===== src/rtl/arp_pkg.sv =====
// ARP-over-Ethernet/IPv4 constants and helpers shared by the encoder and the
// receive-side decoder.
package arp_pkg;

  localparam logic [15:0] ARP_HTYPE_ETH    = 16'h0001;
  localparam logic [15:0] ARP_PTYPE_IPV4   = 16'h0800;
  localparam logic [7:0]  ARP_HLEN         = 8'd6;
  localparam logic [7:0]  ARP_PLEN         = 8'd4;
  localparam logic [15:0] ARP_OPER_REQUEST = 16'd1;
  localparam logic [15:0] ARP_OPER_REPLY   = 16'd2;
  localparam int          ARP_LEN          = 28;
  localparam int          ARP_IDX_W        = 5;
  localparam int          ARP_BITS         = ARP_LEN * 8;

  localparam logic [ARP_IDX_W-1:0] ARP_LAST_IDX = ARP_IDX_W'(ARP_LEN - 1);

  typedef enum logic [1:0] {
    ST_IDLE = 2'd0,
    ST_SEND = 2'd1,
    ST_DONE = 2'd2
  } arp_state_t;

  typedef struct packed {
    logic        request;
    logic [47:0] sha;
    logic [31:0] spa;
    logic [47:0] tha;
    logic [31:0] tpa;
  } arp_fields_t;

  function automatic logic [15:0] arp_oper(input logic request);
    return request ? ARP_OPER_REQUEST : ARP_OPER_REPLY;
  endfunction

  // Whole packet in wire order, byte 0 in the top bits.
  function automatic logic [ARP_BITS-1:0] arp_packet(input arp_fields_t f);
    return {ARP_HTYPE_ETH, ARP_PTYPE_IPV4, ARP_HLEN, ARP_PLEN,
            arp_oper(f.request), f.sha, f.spa, f.tha, f.tpa};
  endfunction

  // Out-of-range indices are clamped to the last byte so the part-select
  // below can never reach outside the packet vector.
  function automatic logic [7:0] arp_byte(input arp_fields_t f,
                                          input logic [ARP_IDX_W-1:0] idx);
    logic [ARP_BITS-1:0]  p;
    logic [ARP_IDX_W-1:0] i;
    int                   lsb;
    p   = arp_packet(f);
    i   = (idx > ARP_LAST_IDX) ? ARP_LAST_IDX : idx;
    lsb = 8 * (ARP_LEN - 1 - int'(i));
    return p[lsb +: 8];
  endfunction

endpackage


===== src/rtl/arp_encode.sv =====
// Serialises one 28-byte ARP packet per start onto a valid/ready byte stream.
// Fields are captured at start so upstream may change them mid-packet.
module arp_encode
  import arp_pkg::*;
(
  input  logic        clk,
  input  logic        rst,
  input  logic        start,
  input  logic        request,
  input  logic [47:0] sha,
  input  logic [31:0] spa,
  input  logic [47:0] tha,
  input  logic [31:0] tpa,
  output logic [7:0]  dout,
  output logic        dout_valid,
  input  logic        dout_ready,
  output logic        busy,
  output logic        done
);

  arp_state_t           state, state_n;
  arp_fields_t          fields, fields_n;
  logic [ARP_IDX_W-1:0] idx, idx_n;
  logic [7:0]           dout_n;
  logic                 vld_n;
  logic                 xfer;

  assign xfer = dout_valid && dout_ready;
  assign busy = (state != ST_IDLE);
  assign done = (state == ST_DONE);

  always_comb begin
    state_n  = state;
    fields_n = fields;
    idx_n    = idx;
    dout_n   = dout;
    vld_n    = dout_valid;
    case (state)
      ST_IDLE: begin
        vld_n  = 1'b0;
        dout_n = 8'h00;
        if (start) begin
          fields_n.request = request;
          fields_n.sha     = sha;
          fields_n.spa     = spa;
          fields_n.tha     = tha;
          fields_n.tpa     = tpa;
          idx_n            = '0;
          state_n          = ST_SEND;
          vld_n            = 1'b1;
          // Byte 0 is loaded straight from the freshly captured fields.
          dout_n           = arp_byte(fields_n, '0);
        end
      end
      ST_SEND: begin
        if (xfer) begin
          if (idx == ARP_LAST_IDX) begin
            state_n = ST_DONE;
            vld_n   = 1'b0;
            dout_n  = 8'h00;
          end else begin
            idx_n  = idx + 1'b1;
            dout_n = arp_byte(fields, idx_n);
          end
        end
      end
      ST_DONE: begin
        state_n = ST_IDLE;
        vld_n   = 1'b0;
        dout_n  = 8'h00;
      end
      default: begin
        state_n = ST_IDLE;
        vld_n   = 1'b0;
        dout_n  = 8'h00;
      end
    endcase
  end

  always_ff @(posedge clk) begin
    if (rst) begin
      state      <= ST_IDLE;
      fields     <= '0;
      idx        <= '0;
      dout       <= 8'h00;
      dout_valid <= 1'b0;
    end else begin
      state      <= state_n;
      fields     <= fields_n;
      idx        <= idx_n;
      dout       <= dout_n;
      dout_valid <= vld_n;
    end
  end

endmodule


===== config.mk =====
export PLATFORM = sky130hd
export DESIGN_NAME = arp_encode
export DESIGN_NICKNAME = d
export VERILOG_FILES = /design/src/rtl/arp_pkg.sv /design/src/rtl/arp_encode.sv
export SDC_FILE = /design/constraint.sdc
export NUM_CORES = 1
export LEC_CHECK = 0
export BUFFER_PORTS_ARGS = -buffer_cell sky130_fd_sc_hd__buf_2
export CELL_PAD_IN_SITES_DETAIL_PLACEMENT = 0
export CELL_PAD_IN_SITES_GLOBAL_PLACEMENT = 1
export CORE_MARGIN = 10
export CORE_UTILIZATION = 44
export CTS_BUF_LIST = sky130_fd_sc_hd__clkbuf_8
export CTS_CLUSTER_DIAMETER = 120
export DETAILED_ROUTE_END_ITERATION = 12
export HOLD_SLACK_MARGIN = 0.12
export PLACE_DENSITY = 0.93
export SETUP_SLACK_MARGIN = 0.15
export SYNTH_ARGS = -nofsm -noshare
export SYNTH_HDL_FRONTEND = slang
export SYNTH_SLANG_ARGS = --single-unit

===== constraint.sdc =====
create_clock -name clk -period 7.4 [get_ports clk]
set_input_delay 0.74 -clock clk [delete_from_list [all_inputs] [get_ports clk]]
set_output_delay 0.74 -clock clk [all_outputs]
set_load 0.03 [all_outputs]

# ---- Word level (Yosys, flattened, before mapping)
# Cells that the tools add are included.
dict set report totals {
  ff_bits 177
  output_inout_bits 11
}
dict set report op_classes {
  n_addsub 2
  order_cmp 1
  n_eq_ne 7
  n_shift 1
  mux 15
  bitwise_logic 1
  reduce_logical 9
}
# op n
set op_table {}
lappend op_table {{224-bit by 9-bit variable part select with 8-bit output} 1}
lappend op_table {{5-bit two-way mux} 4}
lappend op_table {{5-bit one-hot mux with 2 select lines} 1}
lappend op_table {{2-bit two-way mux} 4}
lappend op_table {{8-bit two-way mux} 1}
lappend op_table {{2-bit != test, second input constant} 4}
lappend op_table {{5-bit by 5-bit subtractor with 6-bit output, first input constant} 1}
lappend op_table {{5-bit by 1-bit adder with 5-bit output, second input constant} 1}
lappend op_table {{5-bit == test, second input constant} 1}
lappend op_table {{5-bit greater-than comparator, second input constant} 1}
lappend op_table {{2-bit one-hot mux with 2 select lines} 1}
lappend op_table {{2-bit AND reduction} 2}
lappend op_table {{4-bit AND reduction} 1}
lappend op_table {{2-bit nonzero test} 2}
lappend op_table {{1-bit two-way mux} 3}
lappend op_table {{3-bit AND reduction} 1}
lappend op_table {{2-bit by 1-bit == test with 1-bit output, second input constant} 1}
lappend op_table {{2-bit == test, second input constant} 1}
lappend op_table {{2-bit zero test} 1}
lappend op_table {{1-bit one-hot mux with 2 select lines} 1}
lappend op_table {{2-bit OR reduction} 1}
lappend op_table {{1-bit logical AND} 1}
lappend op_table {{1-bit NOT} 1}

# ---- Longest topological paths before layout
# Gate-level depths: netlist of run 1.
dict set report logic_depth {
  ltp_word 6
  ltp_mapped 15
  mapped_depth_nobuf 13
}

# ---- Worst setup path after synthesis of run 1
# OpenSTA, ideal clock, no wires.
dict set report synth_timing {
  path_kind {register -> register}
  startpoint {register idx[1]}
  endpoint {register dout[2]}
  arrival_ns 2.863
  setup_slack_ns 4.413
  stages_incl_launch_ff 16
  path_buffers 2
  synth_period_minus_slack_ns 2.987
  cell_sequence {dfxtp_1 ha_1 or2b_1 o21ai_2 nand2_2 inv_2 buf_6 buf_6 ha_1 xnor2_1 xnor2_1 nor2_1 nand2_1 a311oi_1 a21oi_1 a31oi_1}
}
dict set report synth_between {
  elab_chain_cells 6
  word_cells_on_any_way 7
}
# item line_no
set synth_lines {}
lappend synth_lines {{start: declaration} arp_encode.sv:23} ;# logic [ARP_IDX_W-1:0] idx, idx_n;
lappend synth_lines {{start signal: assignment} arp_encode.sv:90} ;# idx <= idx_n;
lappend synth_lines {{5-bit by 1-bit adder with 5-bit output} arp_encode.sv:62} ;# idx_n = idx + 1'b1;
lappend synth_lines {{5-bit greater-than comparator} arp_pkg.sv:49} ;# i = (idx > ARP_LAST_IDX) ? ARP_LAST_IDX : idx;
lappend synth_lines {{5-bit two-way mux} arp_pkg.sv:49}
lappend synth_lines {{5-bit by 5-bit subtractor with 6-bit output} arp_pkg.sv:50} ;# lsb = 8 * (ARP_LEN - 1 - int'(i));
lappend synth_lines {{224-bit by 9-bit variable part select with 8-bit output} arp_pkg.sv:51} ;# return p[lsb +: 8];
lappend synth_lines {{8-bit two-way mux *} arp_encode.sv:57} ;# if (idx == ARP_LAST_IDX) begin
lappend synth_lines {{end signal: assignment} arp_encode.sv:91} ;# dout <= dout_n;
lappend synth_lines {{end: declaration} arp_encode.sv:14} ;# output logic [7:0] dout,
# Mark *: on every way between the ends. The rest lies on a longest branch, timed or not.
# A chain may end at the register's enable or synchronous reset.

# ---- Final worst setup path of run 1
# Same ends and word-level chain as after synthesis.

==> metrics.md, run 1 <==
| Metric | Value |
|---|---|
| Status | finished clean |
| Total track usage | between 20% and 30% |
| Final layout net count | 1337 |
| Drt initial violations | between 600 and 700 |
| First-pass GRT wire length | 40400 µm |
| Final Cell Area | between 9000 and 10000 µm² |
| Worst Setup Path Type | reg2reg |
| Yosys warning count | 0 |
| Area growth, synth to finish | 15.5% |
| Placed Area | about 9000 µm² |
| Worst hold path type | reg2reg |
| R2R Setup Slk | approximately 3.3 ns |
| Grt total ovfl | 0 |
| Hpwl dp | approximately 19000 µm |
| Post-CTS setup buffer count | 0 |
| Worst Path Buf+Inv | 1 |
| Critical Path Fanout Max | 22 |
| Initial core utilization | roughly 45% |
| Total number of H-tree levels | 4 |
| Crit. Startpoint | idx[1] |
| Core ar. | around 18000 µm² |
| EDFF count, synth | 0 |
| Clock slew at reported path FFs | about 0.090 ns |
| Routed WL per cell | approximately 18 µm |
| Reg-to-Reg End | dout[2] |
| Critical path's slowest cell | xnor2_1 |
| Post-DRT Antenna Nets | 0 |
| Max-slew violation count | 0 |
| Reg2reg start | idx[1] |
| Die Span Y | about 160 µm |
| Number of global-route vias before repair | about 7500 |
| Final Wtd Congestion | roughly 0.91 |
| Type of origin of the critical path | register |
| Syn nets | 1218 |
| Final WL | approximately 26000 µm |
| Final cell utilization of the core | about half |
| Initial antenna violation count | 1 |
| Die area | 24200 µm² |
| Number of remaining DRC errors | 0 |
| Pin count of the biggest net entering global routing | 97 |
| Pre-CTS setup slack | roughly 3.5 ns |
| Worst path top cell family by delay | simple AND/OR/NAND/NOR gates |
| Cell count after synthesis | about 1100 |
| Worst-Skew Late Latency | 0.47 ns |
| Clk buf depth | 2 |
| Max Cap Viol | 0 |
| Vias after detailed routing | between 7000 and 8000 |
| Worst Hold Margin | between 0.4 and 0.5 ns |
| PwrDens | 212 nW/µm² |
| Avg Cell Area, Syn | approximately 7.7 µm² |
| Final setup viols | 0 |
| Setup tns final | 0 ns |
| Fin Clk Skew | 0.00988 ns |
| N_diodes | 0 |
| Cell depth of the worst setup path | 13 |
| Hold_buf cts | 0 |
| Max Clock Freq | around 0.24 GHz |
| Post-layout min period | between 4 and 5 ns |
| Root buf cell | clkbuf_8 |
| Mapped cell area | 8070 µm² |
| Distinct cell type count after synthesis | between 70 and 80 |
| CTS tree | built |
| Seq/Total Area, Yosys | 43.9% |
| Fillers | 1843 |
| Worst-margin pin slew | 0.968 ns |
| Slew headroom | between 30% and 40% |
| Ys flop type | dfxtp_1 |
| CTS Buf Count | 17 |
| Final period util | 55.2% |
| Rows | 49 |
| Post-CTS resize count | 0 |
| Worst setup margin | between 3 and 4 ns |
| Port Buf Inserts | around 180 |
| Final count of hold timing violations | 0 |
| Crit path cell chain | ha_1 -> and4bb_2 -> o21ai_1 -> nand2_2 -> inv_2 -> ha_1 -> xnor2_1 -> xnor2_1 -> nor2_1 -> nand2_1 -> a311oi_1 -> a21oi_1 -> a31oi_1 |
| Leak | roughly 3.8 nW |
| Ratio of cells with drive above 1 in the final layout | about 20% |
| Crit path to | dout[2] |
| Via/cell ratio | between 5 and 6 |
| Die width | approximately 160 µm |
| Yosys reg bits | between 150 and 200 |
| Crit-path max cell delay | approximately 0.63 ns |
| Required time worst endpoint | roughly 7.8 ns |
| I/O Pins | ~180 |
| Unrepaired setup endpoints after global routing | no |
| CP Capture Type | register |
| VDD IR-drop max | 0.145 mV |
| WP data arrival | 4.44 ns |
| Post-synth ARST share | 0% |
| Clk sinks | ~180 |
| DRT Pass-1 Iters | 5 |
| FF-to-FF path depth | 13 |
[metrics by stage]
stage	power [mW]	instances
2_1_floorplan	1.23	1050
3_3_place_gp	1.34	1379
3_5_place_dp	1.34	1379
4_1_cts	1.98	1410
5_1_grt	2.06	1410
6_report	1.97	1410
[cells in the mapped netlist (all sizes together) (5+ instances only)]
| master | n | area share (%) |
|---|---|---|
| nor3 | 5 | 0.31 |
| mux2 | 5 | 0.70 |
| a21oi | 180 | 11 |
| nand2b | 6 | 0.47 |
| o211ai | 7 | 0.71 |
| mux4 | 6 | 1.7 |
| and3 | 6 | 0.47 |
| o221ai | 7 | 0.76 |
| a211oi | 10 | 0.99 |
| nor2 | 18 | 0.84 |
| dfxtp | 177 | 44 |
| buf | 22 | 1.8 |
| inv | 8 | 0.37 |
| nand2 | 368 | 17 |
| clkbuf | 61 | 2.8 |
| a31oi | 11 | 0.85 |
| o21ai | 22 | 1.4 |
| o22ai | 6 | 0.47 |
| mux2i | 15 | 1.9 |
| nand3 | 20 | 1.2 |
| and2 | 11 | 0.85 |
| nor2b | 7 | 0.54 |
[state kept, by name, indices dropped and copies added (netlist names)]
signal,flops
dout_valid,1
fields,161
state,2
idx,5
dout,8
[worst min-delay path by stage]
stage,from,endpoint,slack (ns),cells after the start
6_report,fields[113],fields[113],0.46,2
5_1_grt,fields[83],fields[83],0.48,2
4_1_cts,fields[19],fields[19],0.46,2
3_5_place_dp,fields[49],fields[49],0.45,2
3_3_place_gp,fields[19],fields[19],0.44,2
2_1_floorplan,fields[14],fields[14],0.43,2
[per-layer routing]
layer / vias to the layer above / track usage (%) / wire, µm / part of all wire (%)
met5: - / 0 / 17 / 0.066
met4: 2 / 5.88 / 516 / 2.0
met3: 29 / 6.01 / 1740 / 6.7
met2: 249 / 32.9 / 12000 / 46
met1: 3563 / 26.6 / 11600 / 45
li1: 3838 / - / - / -
[worst register-to-register path, cell delays in order, from the launching register on]
cell	delay (ns)
dfxtp_1	0.50
ha_1	0.37
and4bb_2	0.27
o21ai_1	0.25
nand2_2	0.33
inv_2	0.48
ha_1	0.25
xnor2_1	0.08
xnor2_1	0.63
nor2_1	0.29
nand2_1	0.20
a311oi_1	0.07
a21oi_1	0.15
a31oi_1	0.09
[cell usage in the layout, fill, tap and decap left out, types with 4 or more instances in the layout]
master / Yosys / routed
a211oi_1: 9 / 9
a21oi_1: 178 / 178
a221o_1: 4 / 4
a221oi_1: 4 / 4
a31oi_1: 11 / 11
a41oi_1: 4 / 4
and2_1: 11 / 10
and3_1: 6 / 6
buf_2: 10 / 174
buf_4: 2 / 9
clkbuf_8: 0 / 19
clkinv_4: 0 / 4
dfxtp_1: 177 / 177
inv_1: 7 / 7
mux2_2: 5 / 5
mux2i_1: 15 / 15
mux4_2: 5 / 5
nand2_1: 366 / 365
nand2b_1: 6 / 6
nand3_1: 20 / 20
nor2_1: 18 / 18
nor2b_1: 7 / 7
nor3_1: 5 / 5
o211ai_1: 6 / 6
o21ai_0: 19 / 19
o221ai_1: 7 / 7
o22ai_1: 6 / 6
[power breakdown]
| group | internal [mW] | switching, mW |
|---|---|---|
| logic | 0.106 | 0.169 |
| registers | 1.01 | 0.0360 |
| clock network | 0.289 | 0.366 |
| total | 1.40 | 0.571 |
[cell type report]
class | count | area, µm² | area share, %
multi-input combinational | 782 | 4130 | 44.4
timing repair buffer | 183 | 938 | 10.1
inverter | 8 | 30.0 | 0.322
clock buffer | 19 | 262 | 2.81
sequential | 177 | 3540 | 38.0
tap | 229 | 287 | 3.07
clock inverter | 12 | 125 | 1.34
[cells by family (layout without fill, tap and decap cells)]
family / count (synthesis) / after routing / synth area share, %
compound gates: 295 / 295 / 22.6
xor+xnor: 3 / 3 / 0.326
fa+ha+maj: 3 / 3 / 0.465
buf+inv: 91 / 222 / 4.99
flops: 177 / 177 / 43.9
mux: 26 / 26 / 4.28
simple gates: 455 / 455 / 23.4
Power figures use the tool's default switching activity.
==> run 2: changes to the inputs <==
Settings changed: CORE_UTILIZATION 44 to 41, PLACE_DENSITY 0.93 to 0.88.
Clock period 7.4 ns to 3.8 ns, I/O delays scaled along.
==> metrics.md, run 2 (same netlist as run 1, synthesis figures left out) <==
| Metric | Value |
|---|---|
| Status | finished clean |
| Max reg flops | 161 |
| Initial core utilization | around two fifths |
| Die Span Y | roughly 160 µm |
| CP Capture Type | register |
| Type of origin of the critical path | register |
| Total chip power | about 3.9 mW |
| Ratio of cells with drive above 1 in the final layout | 20.9% |
| Post-layout min period | about 3.2 ns |
| Total number of H-tree levels | 4 |
| Commonest non-fill, non-tap cells in the layout | nand2_1, a21oi_1, dfxtp_1, buf_2, nand3_1 |
| Wire length on met3 | roughly 2000 µm |
| I/O Pins | around 180 |
| Post-CTS setup buffer count | 0 |
| Critical Path Fanout Max | 10 |
| Initial antenna violation count | 0 |
| Top flop regs | fields (161), dout (8), idx (5) |
| Top reg by flops | fields |
| Final Wtd Congestion | around 0.94 |
| Clk buf depth | 2 |
| WP data arrival | roughly 3.6 ns |
| Clock slew at reported path FFs | roughly 0.090 ns |
| Grt total ovfl | 0 |
| Met2 wire len | ~12000 µm |
| Final setup viols | 0 |
| CTS tree | built |
| Pin count of the biggest net entering global routing | between 90 and 100 |
| Fin Clk Skew | roughly 0.011 ns |
| Number of remaining DRC errors | 0 |
| PwrDens | ~410 nW/µm² |
| Number of global-route vias before repair | 7538 |
| Max Used Layer | met4 |
| Worst-margin pin slew | roughly 0.76 ns |
| Clk sinks | approximately 180 |
| Worst Setup Path Type | reg2reg |
| Required time worst endpoint | between 4 and 5 ns |
| CTS Buf Count | 17 |
| Unrepaired setup endpoints after global routing | no |
| Max Cap Viol | 0 |
| Routed WL per cell | about 18 µm |
| Slew headroom | 48.8% |
| Final period util | 83.6% |
| Core ar. | between 15000 and 20000 µm² |
| Setup tns final | 0 ns |
| Via/cell ratio | roughly 5.3 |
| Final WL | 26700 µm |
| Final layout net count | around 1300 |
| Commonest non-fill, non-tap cell in the layout | nand2_1 |
| Vias after detailed routing | 7773 |
| Max-slew violation count | 0 |
| Hpwl dp | about 20000 µm |
| Met1 WL | about 12000 µm |
| N_diodes | 0 |
| Max Clock Freq | ~0.31 GHz |
| Root buf cell | clkbuf_8 |
| Drt initial violations | approximately 610 |
| DRT Pass-1 Iters | 6 |
| Area growth, synth to finish | 17.3% |
| Total track usage | roughly 20% |
| Worst-Skew Late Latency | around 0.46 ns |
| Rows | approximately 50 |
| Die width | between 150 and 200 µm |
| Worst hold path type | in2reg |
| VDD IR-drop max | about 0.24 mV |
| Port Buf Inserts | 175 |
| Final count of hold timing violations | 0 |
| Post-DRT Antenna Nets | 0 |
| First-pass GRT wire length | 41500 µm |
| Leak | approximately 3.8 nW |
| Die area | 25700 µm² |
-- run 2: cell count changes in the layout (fill, tap and decap cells not counted) --
| cell | change |
|---|---|
| bufinv_16 | +1 |
| inv_1 | +3 |
| inv_8 | -1 |
| dlygate4sd3_1 | +1 |
| clkinvlp_4 | -1 |
| buf_12 | +2 |
| clkinv_4 | -2 |
| clkinv_2 | +1 |
| inv_6 | -2 |
| buf_4 | +8 |
-- run 2: critical path, cell delays in order, from the launching register on --
cell	delay [ns]
dfxtp_1	0.49
ha_1	0.38
or2b_1	0.34
o21ai_2	0.19
nand2_2	0.08
inv_2	0.06
ha_1	0.15
xnor2_1	0.08
xnor2_1	0.15
buf_4	0.17
nor2_1	0.39
nand2_1	0.17
a311oi_1	0.25
a21oi_1	0.06
a31oi_1	0.13
-- run 2: timing repair --
item,4_1_cts,5_1_grt
endpoints found under the hold margin,0,1
endpoints found under the setup margin,0,0
hold buffers,0,1
gates resized for setup,0,0
-- run 2: cell type report --
| type | count | area (µm²) |
|---|---|---|
| multi-input combinational | 782 | 4130 |
| clock inverter | 11 | 118 |
| fill | 2005 | 9930 |
| sequential | 177 | 3540 |
| clock buffer | 19 | 262 |
| tap | 265 | 332 |
| inverter | 8 | 30.0 |
| timing repair buffer | 194 | 1050 |
-- run 2: routing by layer --
metal / vias up / track usage [%]
met2: 304 / 31.8
met1: 3574 / 26.1
met4: 0 / 5.63
met3: 39 / 5.47
met5: - / 0
li1: 3856 / -
-- run 2: per-stage QoR --
step / cell area (µm²) / worst slack [ns] / utilization, % / cells / hold slack, ns
after floorplan: 8070 / 0.813 / - / 1050 / 0.432
after global placement: 9080 / 0.776 / 46.8 / 1425 / 0.439
after detailed placement: 9080 / 0.711 / 46.8 / 1425 / 0.444
after CTS: 9460 / 0.695 / 48.7 / 1455 / 0.125
after global routing: 9470 / 0.256 / 48.8 / 1456 / 0.122
final: 9470 / 0.623 / 48.8 / 1456 / 0.143
-- run 2: path summary, 6_finish.rpt --
path / from / cells after the start / slack, ns / to
max: idx[1] / 14 / 0.62 / dout[2]
min reg2reg: fields[116] / 2 / 0.46 / fields[116]
max reg2reg: idx[1] / 14 / 0.62 / dout[2]
min: tpa[2] / 3 / 0.14 / fields[2]
-- run 2: where the power goes --
| part | internal, mW | leakage [nW] | switching (mW) |
|---|---|---|---|
| logic | 0.215 | 2.18 | 0.331 |
| clock network | 0.608 | 0.198 | 0.671 |
| registers | 1.96 | 1.45 | 0.0721 |
| total | 2.78 | 3.83 | 1.07 |
